===== config.mk =====
export PLATFORM = sky130hd
export DESIGN_NAME = uart_host_link
export DESIGN_NICKNAME = d
export VERILOG_FILES = /design/src/rtl/uart_host_link.sv
export SDC_FILE = /design/constraint.sdc
export NUM_CORES = 1
export LEC_CHECK = 0
export CAP_MARGIN = 25
export CORE_ASPECT_RATIO = 1.75
export CORE_UTILIZATION = 27
export DETAILED_ROUTE_END_ITERATION = 10
export PLACE_DENSITY = 0.51
export SKIP_LAST_GASP = 1
export SLEW_MARGIN = 20
export SYNTH_ARGS = -nofsm -noshare
export SYNTH_HDL_FRONTEND = slang
export SYNTH_SLANG_ARGS = --single-unit

===== constraint.sdc =====
create_clock -name i_CLK -period 6.4 [get_ports i_CLK]
set_input_delay 1.28 -clock i_CLK [delete_from_list [all_inputs] [get_ports i_CLK]]
set_output_delay 1.28 -clock i_CLK [all_outputs]
set_load 0.005 [all_outputs]

===== src/rtl/uart_host_link.sv =====
// uart_host_link
//   Host-side endpoint of the sensor UART link. There are two independent paths.
//   The receive path turns the byte stream from the sensor board into typed,
//   left-aligned frames held for a ready/valid consumer. The command path turns
//   host commands into the one- or two-byte sequence the sensor board expects.
//
// Ports
//   i_CLK, i_RST        clock; asynchronous active-high reset
//   i_RX_BYTE/_VALID    byte from the UART receiver with its one-cycle strobe
//   o_FRAME_DATA/_TYPE  held frame (header in [55:48]) and its type code
//   o_FRAME_VALID       frame held; cleared by the handshake with i_FRAME_READY
//   o_RX_ERROR          one-cycle pulse: 1 = inter-byte timeout, 2 = overrun
//   o_DROP_COUNT        non-header bytes discarded while hunting (saturating)
//   i_CMD/_VALID        command {opcode, address} and request
//   o_CMD_READY         command path idle
//   o_CMD_ERROR         one-cycle pulse on an unknown opcode
//   o_TX_BYTE/_VALID    byte to the UART transmitter with its start strobe
//   i_TX_DONE           transmitter finished a byte
module uart_host_link #(
    parameter logic [15:0] TIMEOUT_CLKS = 16'd21700
) (
    input  logic        i_CLK,
    input  logic        i_RST,
    input  logic [7:0]  i_RX_BYTE,
    input  logic        i_RX_BYTE_VALID,
    output logic [55:0] o_FRAME_DATA,
    output logic [1:0]  o_FRAME_TYPE,
    output logic        o_FRAME_VALID,
    input  logic        i_FRAME_READY,
    output logic [1:0]  o_RX_ERROR,
    output logic [7:0]  o_DROP_COUNT,
    input  logic [15:0] i_CMD,
    input  logic        i_CMD_VALID,
    output logic        o_CMD_READY,
    output logic        o_CMD_ERROR,
    output logic [7:0]  o_TX_BYTE,
    output logic        o_TX_BYTE_VALID,
    input  logic        i_TX_DONE
);

    typedef enum logic {HUNT, COLLECT} rx_state_t;
    typedef enum logic [1:0] {C_IDLE, C_SEND, C_WAIT} cmd_state_t;

    // ---------------------------------------------------------------- receive
    rx_state_t   rx_state;
    logic [55:0] shift_reg;
    logic [1:0]  rx_type;
    logic [2:0]  exp_len;
    logic [2:0]  byte_cnt;
    logic [15:0] idle_timer;

    logic        is_header;
    logic [1:0]  hdr_type;
    logic [2:0]  hdr_len;
    logic [5:0]  lane_lsb;
    logic [55:0] frame_next;
    logic        frame_done;
    logic        timeout_hit;

    // NOTE: every signal assigned in always_comb gets a default first so no latch is inferred.
    always_comb begin
        is_header = 1'b1;
        hdr_type  = 2'd0;
        hdr_len   = 3'd3;
        case (i_RX_BYTE)
            8'hAA:   begin hdr_type = 2'd0; hdr_len = 3'd7; end
            8'hBB:   hdr_type = 2'd1;
            8'h61:   hdr_type = 2'd2;
            8'h6D:   hdr_type = 2'd3;
            default: is_header = 1'b0;
        endcase
    end

    // Byte number n of the frame lands in lane [55-8n -: 8].
    assign lane_lsb = 6'd48 - {byte_cnt, 3'b000};

    always_comb begin
        frame_next                 = shift_reg;
        frame_next[lane_lsb +: 8]  = i_RX_BYTE;
    end

    assign frame_done = (rx_state == COLLECT) && i_RX_BYTE_VALID
                        && ((byte_cnt + 3'd1) == exp_len);

    // idle_timer holds (idle edges seen - 1); the edge that would make it
    // TIMEOUT_CLKS aborts unless a byte arrives in that same cycle.
    assign timeout_hit = (rx_state == COLLECT) && !i_RX_BYTE_VALID
                         && (idle_timer == TIMEOUT_CLKS - 16'd1);

    // NOTE: sequential state uses non-blocking assignments; where two assignments
    // hit the same register in one pass, the later one wins.
    always_ff @(posedge i_CLK or posedge i_RST) begin
        if (i_RST) begin
            rx_state      <= HUNT;
            shift_reg     <= '0;
            rx_type       <= 2'd0;
            exp_len       <= 3'd0;
            byte_cnt      <= 3'd0;
            idle_timer    <= 16'd0;
            o_FRAME_DATA  <= '0;
            o_FRAME_TYPE  <= 2'd0;
            o_FRAME_VALID <= 1'b0;
            o_RX_ERROR    <= 2'd0;
            o_DROP_COUNT  <= 8'd0;
        end else begin
            o_RX_ERROR <= 2'd0;
            if (o_FRAME_VALID && i_FRAME_READY)
                o_FRAME_VALID <= 1'b0;

            case (rx_state)
                HUNT: begin
                    if (i_RX_BYTE_VALID) begin
                        if (is_header) begin
                            shift_reg  <= {i_RX_BYTE, 48'd0};
                            rx_type    <= hdr_type;
                            exp_len    <= hdr_len;
                            byte_cnt   <= 3'd1;
                            idle_timer <= 16'd0;
                            rx_state   <= COLLECT;
                        end else if (o_DROP_COUNT != 8'hFF) begin
                            o_DROP_COUNT <= o_DROP_COUNT + 8'd1;
                        end
                    end
                end
                COLLECT: begin
                    if (i_RX_BYTE_VALID) begin
                        idle_timer <= 16'd0;
                        if (frame_done) begin
                            rx_state <= HUNT;
                            // A frame accepted in this cycle frees the holding register.
                            if (!o_FRAME_VALID || i_FRAME_READY) begin
                                o_FRAME_DATA  <= frame_next;
                                o_FRAME_TYPE  <= rx_type;
                                o_FRAME_VALID <= 1'b1;
                            end else begin
                                o_RX_ERROR <= 2'd2;
                            end
                        end else begin
                            shift_reg <= frame_next;
                            byte_cnt  <= byte_cnt + 3'd1;
                        end
                    end else if (timeout_hit) begin
                        o_RX_ERROR <= 2'd1;
                        rx_state   <= HUNT;
                    end else begin
                        idle_timer <= idle_timer + 16'd1;
                    end
                end
                default: rx_state <= HUNT;
            endcase
        end
    end

    // ---------------------------------------------------------------- command
    cmd_state_t cmd_state;
    logic [7:0] cmd_addr;
    logic       addr_pending;
    logic       op_known;
    logic       op_two_byte;

    assign op_two_byte = (i_CMD[15:8] == 8'h61) || (i_CMD[15:8] == 8'h6D);
    assign op_known    = op_two_byte || (i_CMD[15:8] == 8'h52) || (i_CMD[15:8] == 8'h53);

    // The opcode strobe is issued on the accepting edge so it is visible while
    // the FSM sits in C_SEND; C_SEND is the strobe cycle.
    always_ff @(posedge i_CLK or posedge i_RST) begin
        if (i_RST) begin
            cmd_state       <= C_IDLE;
            cmd_addr        <= 8'd0;
            addr_pending    <= 1'b0;
            o_CMD_READY     <= 1'b0;
            o_CMD_ERROR     <= 1'b0;
            o_TX_BYTE       <= 8'd0;
            o_TX_BYTE_VALID <= 1'b0;
        end else begin
            o_CMD_ERROR     <= 1'b0;
            o_TX_BYTE_VALID <= 1'b0;
            case (cmd_state)
                C_IDLE: begin
                    if (i_CMD_VALID && o_CMD_READY) begin
                        o_CMD_READY <= 1'b0;
                        if (op_known) begin
                            o_TX_BYTE       <= i_CMD[15:8];
                            o_TX_BYTE_VALID <= 1'b1;
                            cmd_addr        <= i_CMD[7:0];
                            addr_pending    <= op_two_byte;
                            cmd_state       <= C_SEND;
                        end else begin
                            o_CMD_ERROR <= 1'b1;
                        end
                    end else begin
                        o_CMD_READY <= 1'b1;
                    end
                end
                C_SEND: cmd_state <= C_WAIT;
                C_WAIT: begin
                    if (i_TX_DONE) begin
                        if (addr_pending) begin
                            o_TX_BYTE       <= cmd_addr;
                            o_TX_BYTE_VALID <= 1'b1;
                            addr_pending    <= 1'b0;
                            cmd_state       <= C_SEND;
                        end else begin
                            o_CMD_READY <= 1'b1;
                            cmd_state   <= C_IDLE;
                        end
                    end
                end
                default: cmd_state <= C_IDLE;
            endcase
        end
    end

endmodule

## Yosys cells after proc, flatten, opt, wreduce, memory -nomap -nowiden

Index checks and enable logic that the tools add are counted.

- Shifts and indexed selects: 2
- Equal/unequal tests: 23
- Bitwise gates (word level): 2
- Multiplexer cells: 61
- Reduce and logical (&&, ||, !) cells: 25
- $add $sub $neg: 5

Operators by type and width:

| operator | number |
|---|---|
| $mux W56 | 4 |
| $pmux W56 S2 | 1 |
| $mux W16 | 4 |
| $bwmux W56 | 1 |
| $shift A8 B8 Y56 const A | 1 |
| $shiftx A8 B8 Y56 | 1 |
| $eq A8 B7 Y1 const B | 6 |
| $mux W8 | 4 |
| $pmux W16 S2 | 1 |
| $mux W1 | 26 |
| $ne A2 B2 Y1 const B | 9 |
| $add A16 B1 Y16 const B | 1 |
| $eq A16 B15 Y1 const B | 1 |
| $eq A8 B8 Y1 const B | 2 |
| $pmux W8 S2 | 1 |
| $reduce_and A4 Y1 | 4 |
| $mux W3 | 5 |
| $reduce_and A3 Y1 | 5 |
| $mux W2 | 7 |
| $pmux W2 S3 | 2 |
| $add A8 B1 Y8 const B | 1 |
| $ne A8 B8 Y1 const B | 1 |
| $neg A6 Y8 | 1 |
| $pmux W1 S2 | 4 |
| 15 further kinds | 25 |

- Bits in registers: 172
- Word-level logic and storage cells: 136

## Depth between registers and ports, before layout

Gate-level depths: netlist of the first run.

- Depth after elaboration: 7
- Mapped depth: 9
- Depth with buffers taken out: 9

## Worst setup path after synthesis of the first run

No wires, ideal clock.

- Kind: input to register
- From: input port i_CMD[12]
- To: register cmd_addr[0]
- Slack: 3.484 ns
- Stages on the path: 6
- Arrival: 2.788 ns
- Required time: 6.272 ns
- Buffers on the path: 1
- Path through: nand4bb_1 > a2111oi_0 > a31o_2 > and2_1 > buf_2 > mux2_1

- Word-level cells in the longest chain between the ends: 5

Ends and longest elaborated chain:

| what | line | source |
|---|---|---|
| start: declaration | 32 | `input logic [15:0] i_CMD,` |
| $eq A8 B7 Y1 | 161 | `assign op_two_byte = (i_CMD[15:8] == 8'h61) \|\| (i_CMD[15:8] == 8'h6D);` |
| $logic_or A1 B1 Y1 | 161 |  |
| $logic_or A1 B1 Y1 | 162 | `assign op_known = op_two_byte \|\| (i_CMD[15:8] == 8'h52) \|\| (i_CMD[15:8] == 8'h53);` |
| $logic_or A1 B1 Y1 * | 162 |  |
| $reduce_and A3 Y1 (no line) * | - |  |
| end signal: assignment | 185 | `cmd_addr <= i_CMD[7:0];` |
| end: declaration | 156 | `logic [7:0] cmd_addr;` |

Every way passes the cells marked *; elsewhere a longest branch is shown, timed or not.
A chain may end at the register's enable or synchronous reset.

## Worst setup path after layout of the first run

- From: input port i_RX_BYTE[4]
- To: register shift_reg[54]

- Word-level cells in the longest chain between the ends: 5

Ends and longest elaborated chain:

| what | line | source |
|---|---|---|
| start: declaration | 24 | `input logic [7:0] i_RX_BYTE,` |
| $shiftx A8 B8 Y56 (tied with other cells) | 79 | `frame_next[lane_lsb +: 8] = i_RX_BYTE;` |
| $bwmux W56 or $reduce_or A4 Y1 (tied branches) | - |  |
| $mux W56 or $mux W1 (tied branches) | 128, 65 |  |
| $mux W56 or $ne A2 B2 Y1 (tied branches) | - |  |
| $pmux W56 S2 or $reduce_and A4 Y1 (tied branches) | - |  |
| end signal: assignment | 114 | `shift_reg <= {i_RX_BYTE, 48'd0};` |
| end signal: assignment | 139 | `shift_reg <= frame_next;` |
| end: declaration | 46 | `logic [55:0] shift_reg;` |

Parallel ways exist; a longest one is shown, timed or not. The select of a mux whose other input is x is not followed.

==> impl_results.md, run 1 <==
- Layout filler cell count: 2972
- Remaining antenna violation count after routing: 0
- #FFs+latches synth: 171
- Cell area after technology mapping: 0.00792 mm2
- Routed via count: 5899
- Total routing resource utilization after global routing: 14.9%
- Die width: 132 um
- Worst Max-Slew Pin Slew: 0.933 ns
- Worst-case vdd ir drop: 0.195 mV
- Number of DRC markers after the initial detailed-route iteration: 213
- Synth top area share: 54.0%
- Number of hold violations in the final report: 0
- Type of element launching the critical path: primary input
- Area Growth Syn to Fin: 26.3%
- Maximum clock frequency: 0.262 GHz
- Post-CTS resize count: 0
- Slew Limit Fails: 0
- Gr ovfl total: 0
- Post-detailed-route DRC marker count: 0
- YS warnings: 0
- Max-cap violation count: 0
- Final design instance area without fill: 0.0100 mm2
- Iteration count of the initial detailed-routing pass: 4
- Average footprint of a synthesized cell: 10.6 um2
- Placeable Area: 0.0287 mm2
- GPL Wtd Cong: 0.804
- Clock Latency Late Sink: 0.44 ns
- Num CTS Buffers: 17
- Most area-hungry cell type in the Yosys netlist: dfrtp_1
- Cts hold-fix bufs: 0
- Setup repair after global routing missed its margin: false
- Largest net degree at the start of global routing: 96
- Status: complete, no violations
- Worst-case clock skew: 0.0118 ns
- Antenna diode count: 0
- Power density over the cells: 404 mW/mm2
- Global-route wire length before repair: 34600 um
- Leading post-synthesis cells by cell area: dfrtp_1, mux2i_1, a22o_1, nand2_1, o21ai_1
- Final core utilization: 34.8%
- CTS clk-pin slew, worst paths: 0.07 ns
- Share of power burned in the clock network: 26.6%
- Highest-delay cell along the critical path: clkdlybuf4s50_1
- Critical path capture point type: flip-flop
- Number of standard cells in the final layout excluding fillers: 1236
- Post-synthesis instance total: 748
- Count of different cell masters after synthesis: 60
- Tmin final: 3.82 ns
- Post-DP HPWL: 15300 um
- Placed cell areas: 0.00939 mm2
- Critical Setup Path Class: in2reg
- Number of placed instances, taps included: 1203
- Type of the worst min-delay path: reg2reg
- Post-route total power: 0.00404 W
- Full die area: 0.0301 mm2
- Kind of cell adding the most delay to the critical path: compound AO/OA/AOI/OAI gates
- H-tree level count: 4
- Fraction of layout cells with a size suffix above 1: 6.99%
- Share of synthesized area occupied by flip-flops and latches: 54.0%
- Share of flip-flops with an asynchronous set or reset after synthesis: 100%
- Max-Slew Margin vs Limit: 37.6%
- Cell leakage power: 4.40 nW
- Internal power contribution: 0.00267 W
- Net count, final: 884
- Setup TNS: 0 ns
- Count of pins on the block boundary: 110
- Reported net switching power: 0.00137 W
- Antenna violations before repair: 0
- Maximum clock path buffer count: 2
- Via density: 4.77
- Area occupied by registers: 0.00428 mm2
- Starting Density: 27.6%
- Root Buffer: clkbuf_16
- IO buf count: 109
- Standard-cell row count: 82
- Post-synth EDFFs: 0
- Number of buffers inserted by post-CTS setup repair: 0
- Clk sink count: 171
- Data arrival, critical path: 4.14 ns
- Proportion of power drawn by combinational gates: 34.4%
- Average wire length per cell after detail routing: 17.4 um
- Clock tree from TritonCTS: done
- Die height: 229 um
- DRT Wirelength: 21500 um
- Fraction of power spent switching nets: 33.9%
- Setup-violating endpoint count in the final report: 0
- Critical path cell sequence: clkdlybuf4s50_1 -> nand4bb_1 -> nor3_1 -> o21a_1 -> a21oi_1 -> a22o_1
- Bufs and invs on worst path: 1
- Maximum fanout along the worst path: 13
- Portion of the clock cycle consumed by the worst path in the final layout: 59.6%
- Share of power burned in registers: 39.0%
- Data required time of the worst path: 6.72 ns
- Via count of the first global-routing pass: 5998
- Area occupied by multi-input gates: 0.00342 mm2
- Most used DFF post-synth: dfrtp_1
- Worst stage delay on the critical path: 0.73 ns
- Synthesized Nets: 787
logic make-up after synthesis:
| logic type | after synthesis | synth area share, % |
|---|---|---|
| multiplexers | 60 | 7.75 |
| XOR/XNOR | 11 | 1.50 |
| AND/OR/NAND/NOR | 245 | 15.4 |
| AO/OA/AOI/OAI | 198 | 17.0 |
| adder cells (fa/ha/maj) | 9 | 1.42 |
| flip-flops | 171 | 54.0 |
| buffers and inverters | 54 | 2.89 |
layout make-up:
class / instances / area share [%]
Inverter: 11 / 0.463
Multi-Input combinational cell: 523 / 34.2
Sequential cell: 171 / 42.8
Clock buffer: 18 / 4.39
Clock inverter: 14 / 1.71
Tap cell: 378 / 4.73
Timing Repair Buffer: 121 / 11.8
worst register-to-register path, stage by stage (launching register included):
cell     delay [ns]
dfrtp_1        0.67
inv_1          0.20
ha_1           0.49
or3b_1         0.42
a21oi_1        0.50
buf_4          0.30
nor2_1         0.23
a21oi_1        0.61
a32o_1         0.21
synthesized netlist by cell type (all sizes together), types with 12 or more instances:
cell type / count
clkbuf: 21
nand3: 32
and2: 12
mux2i: 49
o21ai: 84
dfrtp: 171
nor3: 12
and3: 13
nand2b: 12
a22o: 47
nor2: 28
nand2: 106
buf: 22
per-layer routing:
layer	wire (um)	up-vias	global-route usage, %
met4	429	0	6.00
met3	611	25	3.06
met5	0	-	0
met2	11700	103	27.3
met1	8770	2863	16.7
li1	-	2908	-
worst paths after layout:
| path | depth (start not counted) | slack [ns] | startpoint | to |
|---|---|---|---|---|
| min in group asynchronous | 2 | 1.40 | i_RST | cmd_addr[7]$_DFFE_PP0P_ |
| max in group asynchronous | 3 | 3.90 | i_RST | o_DROP_COUNT[2]$_DFFE_PP0P_ |
| setup reg to reg | 8 | 2.71 | byte_cnt[0]$_DFFE_PP0P_ | shift_reg[41]$_DFFE_PP0P_ |
| hold / removal | 2 | 0.48 | o_FRAME_DATA[49]$_DFFE_PP0P_ | o_FRAME_DATA[49]$_DFFE_PP0P_ |
| setup / recovery | 6 | 2.58 | i_RX_BYTE[4] | shift_reg[54]$_DFFE_PP0P_ |
| hold reg to reg | 2 | 0.48 | o_FRAME_DATA[49]$_DFFE_PP0P_ | o_FRAME_DATA[49]$_DFFE_PP0P_ |
layout by cell type, fill, tap and decap left out, types with 10 or more instances in the layout:
master           Yosys  routed
clkdlybuf4s50_1      0     109
a21oi_1             11      11
a22o_1              47      47
nand3_1             32      32
nor2_1              26      26
o21ai_1             77      77
dfrtp_1            171     171
and2_1              11      11
mux2_1              10      10
mux2i_1             49      49
nand2_1            106     106
nand2b_1            12      12
clkbuf_16            0      17
buf_4                1      11
and3_1              13      13
metrics by stage:
stage	hold WS, ns	worst slack [ns]
floorplan	0.439	0.488
global placement	0.461	2.31
detailed placement	0.471	2.15
CTS	0.491	2.58
global route	0.501	2.35
finish	0.480	2.58
power by group through the flow:
stage          clock network [W]  logic, W  registers [W]
2_1_floorplan                  0  0.000879        0.00154
3_3_place_gp                   0   0.00142        0.00159
3_5_place_dp                   0   0.00142        0.00160
4_1_cts                  0.00112   0.00143        0.00158
5_1_grt                  0.00116   0.00154        0.00162
6_report                 0.00107   0.00139        0.00158
(Power assumes the default switching activity.)
==> inputs of run 2 (changes only) <==
PLACE_DENSITY = 0.53   (was 0.51)
clock period = 3.5 ns   (was 6.4 ns; I/O delays follow)
==> impl_results.md, run 2 (same netlist as run 1, synthesis figures left out) <==
- Data required time of the worst path: 3.82 ns (was 6.72 ns)
- Cells on worst reg2reg path: 8 (unchanged)
- Type of the worst min-delay path: reg2reg (unchanged)
- Most used cells in the layout excluding fill and tap cells: dfrtp_1, clkdlybuf4s50_1, nand2_1 (unchanged)
- IO buf count: 109 (unchanged)
- Count of pins on the block boundary: 110 (unchanged)
- Tmin final: 2.80 ns
- Clock tree from TritonCTS: done (unchanged)
- Final worst slack: 0.703 ns (was 2.58 ns)
- Number of buffers inserted by post-CTS setup repair: 0 (unchanged)
- Hold worst-path end: o_TX_BYTE[7]$_DFFE_PP0P_ (was o_FRAME_DATA[49]$_DFFE_PP0P_)
- Fraction of layout cells with a size suffix above 1: 10.0% (was 6.99%)
- Worst-case vdd ir drop: 0.389 mV (was 0.195 mV)
- Hold_sp: cmd_addr[7]$_DFFE_PP0P_ (was o_FRAME_DATA[49]$_DFFE_PP0P_)
- Post-DP HPWL: 15900 um (was 15300 um)
- Layout filler cell count: 2902 (was 2972)
- Worst Max-Slew Pin Slew: 0.805 ns (was 0.933 ns)
- Critical path capture point type: flip-flop (unchanged)
- Number of placed instances, taps included: 1233 (was 1203)
- Number of standard cells in the final layout excluding fillers: 1266 (was 1236)
- Die height: 229 um (unchanged)
- Remaining antenna violation count after routing: 0 (unchanged)
- Post-CTS resize count: 0 (unchanged)
- Setup-violating endpoint count in the final report: 0 (unchanged)
- Starting Density: 27.6% (unchanged)
- Antenna diode count: 0 (unchanged)
- Number of instances on the worst hold path: 2 (unchanged)
- Status: complete, no violations (unchanged)
- Total routing resource utilization after global routing: 14.7% (was 14.9%)
- Largest net degree at the start of global routing: 69 (was 96)
- Number of DRC markers after the initial detailed-route iteration: 281 (was 213)
- Max-cap violation count: 0 (unchanged)
- Post-detailed-route DRC marker count: 0 (unchanged)
- Standard-cell row count: 82 (unchanged)
- Reg2Reg Setup Slack: 0.70 ns (was 2.71 ns)
- DRT Wirelength: 21400 um (was 21500 um)
- Worst-case clock skew: 0.00992 ns (was 0.0118 ns)
- Gr ovfl total: 0 (unchanged)
- H-tree level count: 4 (unchanged)
- Net count, final: 915 (was 884)
- Worst hold slack: 0.478 ns (was 0.480 ns)
- Setup repair after global routing missed its margin: false (unchanged)
- Portion of the clock cycle consumed by the worst path in the final layout: 79.9%
- Num CTS Buffers: 17 (unchanged)
- GPL Wtd Cong: 0.823 (was 0.804)
- Area Growth Syn to Fin: 30.1% (was 26.3%)
- Cts hold-fix bufs: 0 (unchanged)
- Clock Latency Late Sink: 0.44 ns (about the same)
- Maximum clock frequency: 0.358 GHz
- Power density over the cells: 736 mW/mm2 (was 404 mW/mm2)
- Placeable Area: 0.0287 mm2 (unchanged)
- Clk sink count: 171 (unchanged)
- Data arrival, critical path: 3.12 ns (was 4.14 ns)
- Via count of the first global-routing pass: 6225 (was 5998)
- Setup TNS: 0 ns (unchanged)
- Die width: 132 um (unchanged)
- Slew Limit Fails: 0 (unchanged)
- Setup WS pre-CTS: 0.430 ns (was 2.15 ns)
- Routed via count: 6089 (was 5899)
- Iteration count of the initial detailed-routing pass: 4 (unchanged)
- Reg2reg end: shift_reg[15]$_DFFE_PP0P_ (was shift_reg[41]$_DFFE_PP0P_)
- Critical Setup Path Class: reg2reg (was in2reg)
- Type of element launching the critical path: flip-flop (was primary input)
- Global-route wire length before repair: 34600 um (about the same)
- Full die area: 0.0301 mm2 (unchanged)
- Average wire length per cell after detail routing: 16.9 um (was 17.4 um)
- CTS clk-pin slew, worst paths: 0.07 ns (about the same)
- Worst r2r src: byte_cnt[1]$_DFFE_PP0P_ (was byte_cnt[0]$_DFFE_PP0P_)
- Root Buffer: clkbuf_16 (unchanged)
- Number of hold violations in the final report: 0 (unchanged)
- Antenna violations before repair: 0 (unchanged)
- Via density: 4.81 (was 4.77)
- Maximum fanout along the worst path: 9 (was 13)
- Most common library cell in the layout ignoring fill and taps: dfrtp_1 (unchanged)
- Maximum clock path buffer count: 2 (unchanged)
- Cell leakage power: 4.58 nW (was 4.40 nW)
- Max-Slew Margin vs Limit: 45.9% (was 37.6%)
==> run 2: cell count changes in the layout (fill, tap and decap cells not counted), sizes merged <==
| cell | delta |
|---|---|
| bufinv | +1 |
| buf | +30 |
| clkinv | -3 |
| inv | -1 |
| clkbuf | +5 |
| clkinvlp | -2 |
==> run 2: report_power, final <==
part	internal, W	switching [W]
registers	0.00249	0.000356
clock network	0.00127	0.000794
logic	0.00134	0.00133
==> run 2: critical path: stages, from the launching register on <==
cell and delay [ns]:
dfrtp_1 0.44, ha_1 0.24, xnor2_2 0.27, inv_2 0.08, ha_1 0.40, o211ai_1 0.17
nor3_2 0.51, nor2_1 0.31, a22o_1 0.26
==> run 2: routing by layer <==
metal / vias up / global-route usage, % / part of all wire (%)
li1: 2967 / - / -
met1: 2985 / 16.2 / 40
met2: 109 / 27.0 / 54
met3: 28 / 3.22 / 3.6
met4: 0 / 6.14 / 2.6
met5: - / 0 / 0
==> run 2: how the worst max path moves through the flow <==
stage	from	endpoint	slack, ns	depth (start not counted)
global route	byte_cnt[1]$_DFFE_PP0P_	shift_reg[10]$_DFFE_PP0P_	0.39	8
floorplan	i_RST	addr_pending$_DFFE_PP0P_	0.62	1
detailed placement	i_CMD[13]	cmd_addr[3]$_DFFE_PP0P_	0.43	6
CTS	byte_cnt[1]$_DFFE_PP0P_	shift_reg[15]$_DFFE_PP0P_	0.66	8
finish	byte_cnt[1]$_DFFE_PP0P_	shift_reg[15]$_DFFE_PP0P_	0.70	8
global placement	i_RX_BYTE[1]	shift_reg[27]$_DFFE_PP0P_	0.49	6
==> run 2: cell type report <==
type | instances | area, um2 | share of cell area [%]
inverter | 11 | 45.0 | 0.437
multi-input combinational | 523 | 3420 | 33.2
clock inverter | 9 | 160 | 1.55
timing repair buffer | 152 | 1450 | 14.0
tap | 378 | 473 | 4.59
sequential | 171 | 4280 | 41.5
clock buffer | 22 | 484 | 4.70
==> run 2: per-stage QoR <==
step           total power (W)  util (%)  cell area, um2
4_1_cts                0.00770      35.8           10300
6_report               0.00759      35.9           10300
5_1_grt                0.00807      35.9           10300
2_1_floorplan          0.00443         -            7930
3_5_place_dp           0.00560      33.6            9650
3_3_place_gp           0.00557      33.6            9650
==> inputs of run 3 (changes only) <==
PLACE_DENSITY = 0.51   (was 0.53)
clock period = 2.9 ns   (was 3.5 ns; I/O delays follow)
==> impl_results.md, run 3 (same netlist as run 1, synthesis figures left out) <==
- Power density over the cells: 872 mW/mm2 (was 736 mW/mm2)
- Gr ovfl total: 0 (unchanged)
- Worst r2r src: byte_cnt[1]$_DFFE_PP0P_ (unchanged)
- Net count, final: 917 (was 915)
- Critical Setup Path Class: reg2reg (unchanged)
- Total routing resource utilization after global routing: 15.0% (was 14.7%)
- Most used cells in the layout excluding fill and tap cells: dfrtp_1, clkdlybuf4s50_1, nand2_1 (unchanged)
- Final core utilization: 35.8% (was 35.9%)
- Max-cap violation count: 0 (unchanged)
- Clk sink count: 171 (unchanged)
- Antenna diode count: 0 (unchanged)
- Placeable Area: 0.0287 mm2 (unchanged)
- Start point of the critical path: byte_cnt[1]$_DFFE_PP0P_ (unchanged)
- Num CTS Buffers: 17 (unchanged)
- Full die area: 0.0301 mm2 (unchanged)
- Number of DRC markers after the initial detailed-route iteration: 248 (was 281)
- Reg2Reg Setup Slack: 0.26 ns (was 0.70 ns)
- Starting Density: 27.6% (unchanged)
- Maximum clock frequency: 0.378 GHz (was 0.358 GHz)
- Placed cell areas: 0.00970 mm2 (was 0.00965 mm2)
- Final design instance area without fill: 0.0103 mm2 (about the same)
- Clock Latency Late Sink: 0.45 ns (was 0.44 ns)
- Setup TNS: 0 ns (unchanged)
- Cells on worst reg2reg path: 10 (was 8)
- Portion of the clock cycle consumed by the worst path in the final layout: 91.2% (was 79.9%)
- Type of the worst min-delay path: reg2reg (unchanged)
- GPL Wtd Cong: 0.792 (was 0.823)
- Number of buffers inserted by post-CTS setup repair: 0 (unchanged)
- IO buf count: 109 (unchanged)
- Routed via count: 6105 (was 6089)
- Critical path capture point type: flip-flop (unchanged)
- Data required time of the worst path: 3.23 ns (was 3.82 ns)
- Number of hold violations in the final report: 0 (unchanged)
- Fraction of layout cells with a size suffix above 1: 10.4% (was 10.0%)
- Via count of the first global-routing pass: 6452 (was 6225)
- Post-detailed-route DRC marker count: 0 (unchanged)
- Maximum fanout along the worst path: 9 (unchanged)
- Standard-cell row count: 82 (unchanged)
- Most common library cell in the layout ignoring fill and taps: dfrtp_1 (unchanged)
- Setup-violating endpoint count in the final report: 0 (unchanged)
- Remaining antenna violation count after routing: 0 (unchanged)
- Via density: 4.81 (about the same)
- Type of element launching the critical path: flip-flop (unchanged)
- Die height: 229 um (unchanged)
- Largest net degree at the start of global routing: 68 (was 69)
- Iteration count of the initial detailed-routing pass: 4 (unchanged)
- Worst-case clock skew: 0.0125 ns (was 0.00992 ns)
- Last element of the critical path: shift_reg[35]$_DFFE_PP0P_ (was shift_reg[15]$_DFFE_PP0P_)
- Tmin final: 2.64 ns (was 2.80 ns)
- Worst-case vdd ir drop: 0.610 mV (was 0.389 mV)
- Antenna violations before repair: 0 (unchanged)
- Hold_sp: o_FRAME_DATA[47]$_DFFE_PP0P_ (was cmd_addr[7]$_DFFE_PP0P_)
- Post-CTS resize count: 0 (unchanged)
- Final worst slack: 0.255 ns (was 0.703 ns)
- Status: complete, no violations (unchanged)
- Area Growth Syn to Fin: 29.6% (was 30.1%)
- Root Buffer: clkbuf_16 (unchanged)
- Cts hold-fix bufs: 0 (unchanged)
- Slew Limit Fails: 0 (unchanged)
- Max-Slew Margin vs Limit: 36.8% (was 45.9%)
- Reg2reg end: shift_reg[35]$_DFFE_PP0P_ (was shift_reg[15]$_DFFE_PP0P_)
- Worst Max-Slew Pin Slew: 0.944 ns (was 0.805 ns)
- Cell leakage power: 4.58 nW (about the same)
- Data arrival, critical path: 2.98 ns (was 3.12 ns)
- Average wire length per cell after detail routing: 16.8 um (was 16.9 um)
- Clock tree from TritonCTS: done (unchanged)
- Setup repair after global routing missed its margin: false (unchanged)
- CTS clk-pin slew, worst paths: 0.07 ns (about the same)
- DRT Wirelength: 21300 um (was 21400 um)
- Die width: 132 um (unchanged)
- Post-DP HPWL: 15600 um (was 15900 um)
- Maximum clock path buffer count: 2 (unchanged)
- H-tree level count: 4 (unchanged)
- Global-route wire length before repair: 35100 um (was 34600 um)
- Setup WS pre-CTS: 0.0388 ns (was 0.430 ns)
- Count of pins on the block boundary: 110 (unchanged)
run 3: cell type report:
type | instances | area, um2
Sequential cell | 171 | 4280
Tap cell | 378 | 473
Clock inverter | 14 | 136
Timing Repair Buffer | 154 | 1480
Multi-Input combinational cell | 523 | 3420
Fill cell | 2967 | 18500
Clock buffer | 18 | 439
Inverter | 11 | 45.0
run 3: how the worst min path moves through the flow:
stage	end	depth (start not counted)
2_1_floorplan	rx_type[1]$_DFFE_PP0P_	2
3_3_place_gp	rx_type[1]$_DFFE_PP0P_	2
3_5_place_dp	rx_type[1]$_DFFE_PP0P_	2
4_1_cts	o_FRAME_DATA[44]$_DFFE_PP0P_	2
5_1_grt	o_DROP_COUNT[5]$_DFFE_PP0P_	1
6_report	o_FRAME_DATA[47]$_DFFE_PP0P_	2
run 3: power by group:
group | internal [W] | switching, W | total (W)
Sequential | 0.00301 | 0.000438 | 0.00345
Combinational | 0.00165 | 0.00160 | 0.00325
Clock | 0.00122 | 0.00103 | 0.00226
Total | 0.00588 | 0.00307 | 0.00896
run 3: per-layer routing:
metal	global-route usage (%)	up-vias	share of wire, %
li1	-	2969	-
met2	27.8	123	55
met4	5.49	0	1.9
met5	0	-	0
met1	16.3	2987	40
met3	3.53	26	3.4
run 3: critical path, stage by stage (launching register included):
cell and delay [ns]:
dfrtp_1 0.45, ha_1 0.24, xnor2_2 0.16, inv_2 0.06, ha_1 0.34, buf_4 0.14, or4b_1 0.45, buf_4 0.21
nor3_4 0.14, nor2_2 0.11, a22o_1 0.21
run 3: metrics by stage:
stage	std cells	power (W)	hold slack, ns
after global routing	1269	0.00957	0.512
after floorplan	748	0.00534	0.439
after detailed placement	1237	0.00682	0.469
final	1269	0.00896	0.484
after global placement	1237	0.00679	0.466
after CTS	1269	0.00911	0.493
